===== src/rtl/uart_image_rx.sv =====
// UART image loader: receives 8N1 bytes (8E1 when RX_PARITY_EN is defined), packs BPP bytes
// per pixel and writes HIEGHT*WIDTH pixels in raster order, then raises done.
module uart_image_rx #(
  parameter int BPP           = 3,
  parameter int HIEGHT        = 30,
  parameter int WIDTH         = 30,
  parameter int TICK_PER_HALF = 1302,
  localparam int NPIX  = HIEGHT * WIDTH,
  localparam int AW    = (NPIX > 1) ? $clog2(NPIX) : 1,
  localparam int PIX_W = 8 * BPP,
  localparam int BW    = (BPP > 1) ? $clog2(BPP) : 1,
  localparam int CW    = $clog2(2 * TICK_PER_HALF) + 1
) (
  input  logic             clk,
  input  logic             rst,
  input  logic             rx,
  input  logic             start,
  output logic             wr_en,
  output logic [AW-1:0]    wr_addr,
  output logic [PIX_W-1:0] wr_data,
  output logic             rx_active,
  output logic             frame_err,
  output logic             done
);

  typedef enum logic [2:0] {
    S_IDLE   = 3'd0,
    S_START  = 3'd1,
    S_DATA   = 3'd2,
    S_PARITY = 3'd3,
    S_STOP   = 3'd4
  } state_t;

  localparam logic [CW-1:0] HALF_LAST = CW'(TICK_PER_HALF - 1);
  localparam logic [CW-1:0] FULL_LAST = CW'(2 * TICK_PER_HALF - 1);

  state_t             state_q, state_d;
  logic               rx_s1_q, rx_s1_d;
  logic               rx_s2_q, rx_s2_d;
  logic               rx_prev_q, rx_prev_d;
  logic               start_prev_q, start_prev_d;
  logic [CW-1:0]      cnt_q, cnt_d;
  logic [2:0]         bit_cnt_q, bit_cnt_d;
  logic [7:0]         sh_q, sh_d;
  logic               par_bad_q, par_bad_d;
  logic [BW-1:0]      byte_cnt_q, byte_cnt_d;
  logic [PIX_W-1:0]   pix_q, pix_d;
  logic [AW-1:0]      pix_idx_q, pix_idx_d;
  logic               armed_q, armed_d;
  logic               wr_en_q, wr_en_d;
  logic [AW-1:0]      wr_addr_q, wr_addr_d;
  logic [PIX_W-1:0]   wr_data_q, wr_data_d;
  logic               rx_active_q, rx_active_d;
  logic               frame_err_q, frame_err_d;
  logic               done_q, done_d;

  logic               rx_fall;
  logic               start_rise;
  logic [PIX_W-1:0]   pix_next;

  assign rx_fall    = rx_prev_q & ~rx_s2_q;
  assign start_rise = start & ~start_prev_q;
  assign pix_next   = (pix_q << 8) | PIX_W'(sh_q);

  always_comb begin
    state_d      = state_q;
    rx_s1_d      = rx;
    rx_s2_d      = rx_s1_q;
    rx_prev_d    = rx_s2_q;
    start_prev_d = start;
    cnt_d        = cnt_q;
    bit_cnt_d    = bit_cnt_q;
    sh_d         = sh_q;
    par_bad_d    = par_bad_q;
    byte_cnt_d   = byte_cnt_q;
    pix_d        = pix_q;
    pix_idx_d    = pix_idx_q;
    armed_d      = armed_q;
    wr_en_d      = 1'b0;
    wr_addr_d    = wr_addr_q;
    wr_data_d    = wr_data_q;
    rx_active_d  = rx_active_q;
    frame_err_d  = 1'b0;
    done_d       = done_q;

    // done follows the final strobe by one cycle; a re-arm below overrides it
    if (wr_en_q && (wr_addr_q == AW'(NPIX - 1))) done_d = 1'b1;

    unique case (state_q)
      S_IDLE: begin
        if (start_rise) begin
          armed_d    = 1'b1;
          done_d     = 1'b0;
          pix_idx_d  = '0;
          byte_cnt_d = '0;
        end else if (armed_q && !done_q && rx_fall) begin
          state_d     = S_START;
          cnt_d       = '0;
          par_bad_d   = 1'b0;
          rx_active_d = 1'b1;
        end
      end

      S_START: begin
        if (cnt_q == HALF_LAST) begin
          cnt_d = '0;
          if (rx_s2_q) begin
            state_d     = S_IDLE;
            rx_active_d = 1'b0;
          end else begin
            state_d   = S_DATA;
            bit_cnt_d = '0;
          end
        end else begin
          cnt_d = cnt_q + 1'b1;
        end
      end

      S_DATA: begin
        if (cnt_q == FULL_LAST) begin
          cnt_d     = '0;
          sh_d      = {rx_s2_q, sh_q[7:1]};
          bit_cnt_d = bit_cnt_q + 1'b1;
          if (bit_cnt_q == 3'd7) begin
`ifdef RX_PARITY_EN
            state_d = S_PARITY;
`else
            state_d = S_STOP;
`endif
          end
        end else begin
          cnt_d = cnt_q + 1'b1;
        end
      end

      S_PARITY: begin
        if (cnt_q == FULL_LAST) begin
          cnt_d     = '0;
          par_bad_d = ^{sh_q, rx_s2_q};
          state_d   = S_STOP;
        end else begin
          cnt_d = cnt_q + 1'b1;
        end
      end

      S_STOP: begin
        if (cnt_q == FULL_LAST) begin
          cnt_d       = '0;
          state_d     = S_IDLE;
          rx_active_d = 1'b0;
          if (!rx_s2_q || par_bad_q) begin
            frame_err_d = 1'b1;
          end else begin
            pix_d = pix_next;
            if (byte_cnt_q == BW'(BPP - 1)) begin
              byte_cnt_d = '0;
              wr_en_d    = 1'b1;
              wr_addr_d  = pix_idx_q;
              wr_data_d  = pix_next;
              pix_idx_d  = pix_idx_q + 1'b1;
              if (pix_idx_q == AW'(NPIX - 1)) armed_d = 1'b0;
            end else begin
              byte_cnt_d = byte_cnt_q + 1'b1;
            end
          end
        end else begin
          cnt_d = cnt_q + 1'b1;
        end
      end

      default: state_d = S_IDLE;
    endcase
  end

  always_ff @(posedge clk) begin
    if (!rst) begin
      state_q      <= S_IDLE;
      rx_s1_q      <= 1'b1;
      rx_s2_q      <= 1'b1;
      rx_prev_q    <= 1'b1;
      start_prev_q <= 1'b0;
      cnt_q        <= '0;
      bit_cnt_q    <= '0;
      sh_q         <= '0;
      par_bad_q    <= 1'b0;
      byte_cnt_q   <= '0;
      pix_q        <= '0;
      pix_idx_q    <= '0;
      armed_q      <= 1'b0;
      wr_en_q      <= 1'b0;
      wr_addr_q    <= '0;
      wr_data_q    <= '0;
      rx_active_q  <= 1'b0;
      frame_err_q  <= 1'b0;
      done_q       <= 1'b0;
    end else begin
      state_q      <= state_d;
      rx_s1_q      <= rx_s1_d;
      rx_s2_q      <= rx_s2_d;
      rx_prev_q    <= rx_prev_d;
      start_prev_q <= start_prev_d;
      cnt_q        <= cnt_d;
      bit_cnt_q    <= bit_cnt_d;
      sh_q         <= sh_d;
      par_bad_q    <= par_bad_d;
      byte_cnt_q   <= byte_cnt_d;
      pix_q        <= pix_d;
      pix_idx_q    <= pix_idx_d;
      armed_q      <= armed_d;
      wr_en_q      <= wr_en_d;
      wr_addr_q    <= wr_addr_d;
      wr_data_q    <= wr_data_d;
      rx_active_q  <= rx_active_d;
      frame_err_q  <= frame_err_d;
      done_q       <= done_d;
    end
  end

  assign wr_en     = wr_en_q;
  assign wr_addr   = wr_addr_q;
  assign wr_data   = wr_data_q;
  assign rx_active = rx_active_q;
  assign frame_err = frame_err_q;
  assign done      = done_q;

endmodule


===== config.mk =====
export PLATFORM = sky130hd
export DESIGN_NAME = uart_image_rx
export DESIGN_NICKNAME = d
export VERILOG_FILES = /design/src/rtl/uart_image_rx.sv
export SDC_FILE = /design/constraint.sdc
export NUM_CORES = 1
export LEC_CHECK = 0
export CAP_MARGIN = 20
export CORE_MARGIN = 3
export CORE_UTILIZATION = 55
export DETAILED_ROUTE_END_ITERATION = 8
export GPL_TIMING_DRIVEN = 0
export PLACE_DENSITY_LB_ADDON = 0.15
export SYNTH_ARGS = -nofsm -noshare
export SYNTH_HDL_FRONTEND = slang
export SYNTH_SLANG_ARGS = --single-unit

===== constraint.sdc =====
create_clock -name clk -period 3.95 [get_ports clk]
set_clock_uncertainty 0.05 [all_clocks]
set_input_delay 1.185 -clock clk [delete_from_list [all_inputs] [get_ports clk]]
set_output_delay 1.185 -clock clk [all_outputs]
set_load 0.05 [all_outputs]

### Word-level counts from Yosys, hierarchy flattened

Cells that the tools add are included.

* bits in registers: 99
* input port bits: 4
* output and inout bits: 38
* word-level logic and storage cells: 131

* add/sub/neg operators: 4
* eq/ne operators: 23
* multiplexer cells: 49
* bitwise logic cells: 9
* reductions and logical operators: 27

Operators with widths (count)
* $mux W13: 4
* $mux W10: 4
* $pmux W13 S3: 1
* $mux W3: 10
* $ne A2 B2 Y1 const B: 13
* $or A24 B8 Y24: 1
* $eq A10 B10 Y1 const B: 2
* $pmux W10 S2: 1
* $mux W1: 18
* $reduce_and A4 Y1: 4
* $pmux W3 S5: 1
* $add A13 B1 Y13 const B: 1
* $eq A13 B11 Y1 const B: 1
* $eq A13 B12 Y1 const B: 1
* $reduce_and A6 Y1: 2
* $add A10 B1 Y10 const B: 1
* $mux W2: 5
* $reduce_and A3 Y1: 3
* $reduce_xor A9 Y1: 1
* $reduce_and A7 Y1: 1
* $eq A3 B2 Y1 const B: 2
* $eq A3 B3 Y1 const B: 2
* $not A1 Y1: 6
* $pmux W3 S2: 1
* 18 further kinds: 26

### Logic depth before layout (Yosys ltp)

Gate-level depths: netlist (run 1).

* depth in word-level cells: 6
* mapped depth: 8
* mapped depth without buffers: 7

### Least setup slack after synthesis (run 1)

No wires, ideal clock.

* kind: input -> register
* start: input start
* end: register pix_idx_q[8]
* library setup time: 121 ps
* arrival time: 2760 ps
* required time: 3779 ps
* setup slack: 1019 ps
* stages on the path: 5
* buffers on the path: 0
* path through: or3b_2 > and2_1 > or4_4 > nor3_2 > mux2_2

* cells in the longest elaborated chain, start to end: 3

RTL lines
* from (decl): line 17 `input logic start,`
* $and A1 B1 Y1: line 62 `assign start_rise = start & ~start_prev_q;`
* $ne A2 B2 Y1 (no line)
* $reduce_and A5 Y1 (no line)
* to (signal assigned): line 208 `pix_idx_q <= pix_idx_d;`
* to (decl): line 48 `logic [AW-1:0] pix_idx_q, pix_idx_d;`

Every way passes these cells.
A chain may end at the register's enable or synchronous reset.

### Final worst setup path (run 1)

Ends and elaborated chain as after synthesis.

==> flow_summary_export.csv, run 1 <==
group,metric,value,unit
clock_network,cts_buffer_depth,2,
pwr,power.density,356,mW/mm^2
logic_synthesis,synth.avg_cell_area,8.22,sq um
clock_network,cts_root_buf,"clkbuf_8",
floorplan,core,0.00741,sq mm
logic_synthesis,async_reset_ff_share,0,%
setup_path,crit_path_cell_trace,"clkdlybuf4s50_1 -> or3b_2 -> and2_1 -> or4_4 -> nor3_2 -> mux2_2",
global_routing,grt_first_pass_wirelength,15.9,mm
flow_run,max_cap_viol_count,0,
floorplan,die-area,0.00888,sq mm
clock_network,cts_buffers,9,
logic_synthesis,syn_area,0.00428,sq mm
timing,period_minus_slack,3.16,ns
floorplan,initial_utilization,57.8,%
floorplan,die_w,94.3,um
detailed_routing,drcViolationCount,0,
detailed_routing,wl,9.29,mm
setup_path,critPathLaunchType,"primary input",
detailed_routing,vias_per_cell,5.52,
pwr,total_power,1.80,mW
clock_network,cts.sinks,99,
global_routing,grt_max_degree,19,
clock_network,insertion_delay,0.36,ns
placement,io_buffers,40,
finish,final_area,0.00504,sq mm
detailed_routing,drt_iter0_markers,211,
pwr,peakVddDrop,0.192,mV
setup_path,critPathMaxFanout,4,
timing,fmax,0.316,GHz
finish,antenna_cells,0,
placement,pre_cts_ws,0.395,ns
logic_synthesis,synth_warnings,0,
clock_network,cts_hold_buf,0,
setup_path,critPathRequiredTime,4.17,ns
setup_path,critPathKind,"in2reg",
timing,max-slew-margin-rel,42.9,%
global_routing,grt_pass1_vias,3474,
timing,setup_ws,0.786,ns
timing,grt_setup_unrepaired,"false",
timing,fin_crit_sh,80.1,%
clock_network,clkTransAtPathRegs,0.10,ns
finish,area_growth,17.7,%
logic_synthesis,syn_nets,531,
detailed_routing,wl_per_cell,13.7,um
placement,dp_hpwl,6.68,mm
clock_network,cts_tree,"done",
logic_synthesis,synthCells,521,
clock_network,cts.htree.levels,3,
floorplan,die_y,94.3,um
global_routing,antenna_found_initial,0,
global_routing,grt_use_total,22.5,%
clock_network,cts_resized,0,
logic_synthesis,synth_cell_types,53,
timing,worstMarginPinSlew,0.849,ns
timing,setup_viol,0,
logic_synthesis,synth_seq_cells,99,
logic_synthesis,ys.flop_type,"dfxtp_1",
logic_synthesis,synth_edf_count,0,
floorplan,ios,42,
setup_path,max_stage_delay,0.52,ns
detailed_routing,drt_first_pass_iters,5,
timing,maxSlewViolCount,0,
logic_synthesis,seq_area_frac_synth,46.3,%
setup_path,cp.arrival,3.38,ns
timing,holdWs,0.365,ns
setup_path,cp-end-kind,"register",
finish,final.fill_count,658,
placement,dpl_cell_area,0.00481,sq mm
finish,drive_gt1_share,6.93,%
finish,nNetsFinal,582,
detailed_routing,via_count,3731,
timing,hold_viol_final,0,
floorplan,rows,31,
placement,gp_congestion,0.904,
pwr,p_leak,1.71,nW
global_routing,grt_overflow,0,
setup_path,cp_slowest_cell,"clkdlybuf4s50_1",
timing,setup_tns,0,ns
outcome,status,"finished clean",
hold_path,hold_path_class,"reg2reg",
detailed_routing,drtAntennaViolNets,0,
clock_network,cts_setup_buffers,0,
==> layout make-up <==
cell class                 count  area [sq um]  share of cell area, %
clock inverter                 7           110                   2.18
tap                           99           124                   2.46
timing repair buffer          40           400                   7.94
inverter                      10          37.5                  0.744
sequential                    99          1980                   39.3
buffer                        26           110                   2.18
clock buffer                   9           124                   2.46
multi-input combinational    386          2150                   42.7
==> power breakdown <==
| part | internal [mW] | total [mW] | switching [mW] |
|---|---|---|---|
| Combinational | 0.0153 | 0.0524 | 0.0371 |
| Clock | 0.369 | 0.741 | 0.373 |
| Sequential | 1.00 | 1.00 | 0.00219 |
| Total | 1.39 | 1.80 | 0.412 |
==> worst max-delay path, delay by kind of cell <==
family,cells,cell delay [ns]
mux,1,0.34
buf+inv,1,0.52
simple gates,4,1.33
==> cells in the mapped netlist, drive strengths merged (4+ instances only) <==
cell type / instances / area share, %
nand2: 128 / 11
dfxtp: 99 / 46
a21oi: 60 / 7.0
nor2: 39 / 3.4
clkbuf: 20 / 1.8
nand3: 18 / 2.1
mux2i: 15 / 3.5
nand2b: 11 / 1.6
xnor2: 11 / 2.2
inv: 10 / 0.88
nand4: 10 / 1.5
nand3b: 8 / 1.4
nor4: 8 / 1.7
nor3: 7 / 1.1
xor2: 7 / 1.4
buf: 6 / 0.82
ha: 6 / 1.8
o21ai: 6 / 0.70
a31oi: 5 / 0.73
nor2b: 4 / 0.58
or4: 4 / 0.88
==> final timing paths <==
check                              from                        end  slack [ns]  cells past startpoint
setup / recovery                  start  pix_idx_q[8]$_SDFFE_PN0P_        0.79                      6
hold / removal       rx_s1_q$_SDFF_PN1_       rx_prev_d$_SDFF_PN1_        0.36                      1
setup reg to reg  cnt_q[2]$_SDFFE_PN0P_    wr_data[6]$_SDFFE_PN0P_        0.91                      6
hold reg to reg      rx_s1_q$_SDFF_PN1_       rx_prev_d$_SDFF_PN1_        0.36                      1
==> metal layers <==
layer	vias up	wire, um	global-route usage (%)
met4	0	143	7.94
li1	1885	-	-
met1	1739	4290	29.7
met5	-	0	0
met3	12	455	4.09
met2	95	4400	36.8
==> layout by cell type (no fill, tap or decap), drive strengths merged, types with 2 or more instances in the layout <==
cell type,synthesis,routed
inv,10,12
mux2i,15,15
nand3b,8,8
xor2,7,7
clkbuf,20,29
dfxtp,99,99
nand2b,11,11
buf,6,6
nor2,39,39
nand4b,3,3
nand3,18,18
nor4,8,8
a21oi,60,60
o22ai,2,2
ha,6,6
and2,2,2
or2,3,3
o21ai,6,6
nand2,128,128
nor2b,4,4
clkinv,0,3
clkdlybuf4s50,0,40
nand4,10,10
o31ai,3,3
bufinv,0,2
nor3b,2,2
a31o,2,2
a211o,2,2
or3,2,2
xnor2,11,11
a31oi,5,5
or3b,2,2
or4bb,2,2
or4,4,4
mux2,2,2
nor3,7,7
or4b,2,2
==> cell families after synthesis <==
kind of cell | share of synthesized area, %
simple gates | 29.2
flops | 46.3
compound gates | 11.6
buf+inv | 3.45
xor+xnor | 3.68
mux | 4.03
fa+ha+maj | 1.75
==> state kept, by name, indices dropped and copies added, names as in the netlist, 2 cells and up <==
register,cells
bit_cnt_q,3
byte_cnt_q,2
wr_data,24
sh_q,8
wr_addr,10
cnt_q,13
state_q,3
pix_idx_q,10
pix_q,16
==> through the flow <==
stage	instances	util [%]
finish	676	68.1
global route	676	68.1
CTS	676	68.1
detailed placement	660	64.9
global placement	660	64.9
floorplan	521	-
Power figures use the tool's default switching activity.
==> run 2, diff against run 1 <==
Clock period 3.95 ns to 3.3 ns, I/O delays scaled along.
==> flow_summary_export.csv, run 2 (same netlist as run 1, synthesis figures left out) <==
group,metric,value,unit
pwr,peakVddDrop,0.230,mV
setup_path,critPathLaunchType,"primary input",
clock_network,cts_root_buf,"clkbuf_8",
pwr,internal_power,1.66,mW
clock_network,cts_buffer_depth,2,
setup_path,ff2ff_path_depth,6,
clock_network,cts_tree,"done",
global_routing,grt_pass1_vias,3474,
floorplan,initial_utilization,57.8,%
timing,fin_crit_sh,89.7,%
detailed_routing,vias_per_cell,5.51,
clock_network,cts_setup_buffers,0,
setup_path,critical_path_buf_inv_count,1,
global_routing,grt_overflow,0,
placement,gp_congestion,0.904,
setup_path,crit_path_cell_trace,"clkdlybuf4s50_1 -> or3b_2 -> and2_1 -> or4_4 -> nor3_2 -> mux2_2",
pwr,netSwitchingPower,0.492,mW
timing,maxSlewViolCount,0,
timing,holdWs,0.365,ns
global_routing,antenna_found_initial,0,
setup_path,timing.rr.start,"cnt_q[2]$_SDFFE_PN0P_",
global_routing,grt_use_total,22.5,%
finish,area_growth,17.9,%
hold_path,hold_path_class,"reg2reg",
clock_network,cts.htree.levels,3,
setup_path,cp.arrival,3.18,ns
finish,post-route-util,68.2,%
setup_path,cp.depth,6,
finish,nNetsFinal,582,
finish,seqCellArea,0.00198,sq mm
pwr,seq_power_share,55.9,%
detailed_routing,wl_per_cell,13.7,um
finish,largest_reg_flops,24,
finish,antenna_cells,0,
flow_run,max_cap_viol_count,0,
setup_path,critPathRequiredTime,3.52,ns
detailed_routing,drcViolationCount,0,
floorplan,core,0.00741,sq mm
setup_path,endpoint,"pix_idx_q[8]$_SDFFE_PN0P_",
clock_network,insertion_delay,0.36,ns
timing,setup_viol,0,
setup_path,ff2ff_setup_slack,0.53,ns
pwr,switching_share,22.9,%
timing,period_minus_slack,2.96,ns
clock_network,cts_buffers,9,
outcome,status,"finished clean",
floorplan,rows,31,
floorplan,die_w,94.3,um
clock_network,cts.sinks,99,
finish,final_cell_mix,"nand2_1 (128), dfxtp_1 (99), a21oi_1 (60), clkdlybuf4s50_1 (40), nor2_1 (39)",
clock_network,clkTransAtPathRegs,0.10,ns
floorplan,ios,42,
setup_path,cp-end-kind,"register",
finish,multi_input_area,0.00216,sq mm
detailed_routing,drt_first_pass_iters,5,
timing,fmax,0.338,GHz
placement,io_buffers,40,
detailed_routing,wl,9.27,mm
global_routing,grt_first_pass_wirelength,15.9,mm
detailed_routing,drt_iter0_markers,248,
setup_path,cp_top_family,"simple AND/OR/NAND/NOR gates",
detailed_routing,via_count,3727,
placement,dp_hpwl,6.68,mm
detailed_routing,drtAntennaViolNets,0,
timing,grt_setup_unrepaired,"false",
timing,hold_viol_final,0,
pwr,p_comb_share,2.9,%
pwr,pwr-share-clk,41.2,%
finish,final.fill_count,659,
pwr,p_leak,1.71,nW
setup_path,critPathMaxFanout,4,
setup_path,critPathLaunch,"start",
finish,mostFrequentLayoutCell,"nand2_1",
setup_path,rr_endpoint,"pix_idx_q[8]$_SDFFE_PN0P_",
floorplan,die_y,94.3,um
global_routing,grt_max_degree,19,
timing,worstMarginPinSlew,0.654,ns
setup_path,max_stage_delay,0.52,ns
setup_path,cp_slowest_cell,"or4_4",
timing,setup_tns,0,ns
pwr,power.density,426,mW/mm^2
finish,drive_gt1_share,6.93,%
timing,max-slew-margin-rel,56.0,%
floorplan,die-area,0.00888,sq mm
setup_path,critPathKind,"in2reg",
run 2: cell counts in the layout (fill, tap and decap cells not counted):
No cell type changed its count.
run 2: timing repair:
| action | CTS | global route |
|---|---|---|
| resized for setup | 0 | 1 |
| hold buffers | 0 | 0 |
| endpoints found under the setup margin | 0 | 2 |
run 2: worst register-to-register path: stages, from the launching register on:
cell and delay (ns):
dfxtp_1 0.39, or4b_4 0.56, or4_4 0.49, buf_6 0.16
or4_4 0.55, nor3_2 0.13, mux2_2 0.34
run 2: area by class of cell:
class | count | share of cell area [%]
Multi-Input combinational cell | 386 | 42.8
Sequential cell | 99 | 39.2
Timing Repair Buffer | 40 | 7.93
Clock buffer | 9 | 2.45
Tap cell | 99 | 2.45
Clock inverter | 7 | 2.18
Buffer | 26 | 2.18
Inverter | 10 | 0.743
run 2: layer usage:
layer	vias to the layer above	track usage (%)	wire length [um]
li1	1885	-	-
met1	1735	29.7	4280
met2	93	36.8	4400
met3	14	4.09	436
met4	0	7.94	152
met5	-	0	0
run 2: per-stage QoR:
step | instances | total power, mW | setup WS, ns | instance area [sq um]
after floorplan | 521 | 1.27 | 0.564 | 4280
after global placement | 660 | 1.29 | -0.0371 | 4810
after detailed placement | 660 | 1.29 | -0.0598 | 4810
after CTS | 676 | 2.17 | 0.271 | 5040
after global routing | 676 | 2.22 | 0.259 | 5050
final | 676 | 2.15 | 0.339 | 5050
run 2: how the worst min path moves through the flow:
stage | startpoint | end | slack (ns) | cells after the start
after CTS | rx_s1_q$_SDFF_PN1_ | rx_prev_d$_SDFF_PN1_ | 0.37 | 1
after global placement | rx_s1_q$_SDFF_PN1_ | rx_prev_d$_SDFF_PN1_ | 0.35 | 1
after floorplan | rx_s1_q$_SDFF_PN1_ | rx_prev_d$_SDFF_PN1_ | 0.34 | 1
final | rx_s1_q$_SDFF_PN1_ | rx_prev_d$_SDFF_PN1_ | 0.36 | 1
after global routing | rx_s1_q$_SDFF_PN1_ | rx_prev_d$_SDFF_PN1_ | 0.40 | 1
after detailed placement | rx_s1_q$_SDFF_PN1_ | rx_prev_d$_SDFF_PN1_ | 0.35 | 1
run 2: power by group through the flow:
stage	sequential, mW	clock (mW)	combinational (mW)
final	1.20	0.887	0.0625
after floorplan	1.23	0	0.0420
after global routing	1.20	0.946	0.0704
after detailed placement	1.23	0	0.0625
after global placement	1.23	0	0.0619
after CTS	1.20	0.905	0.0628
==> run 3, diff against run 2 <==
Settings changed: CTS_CLUSTER_DIAMETER from default to 120.
==> results of run 3 <==
Final layout, timing and power as in run 2 (identical DEF).
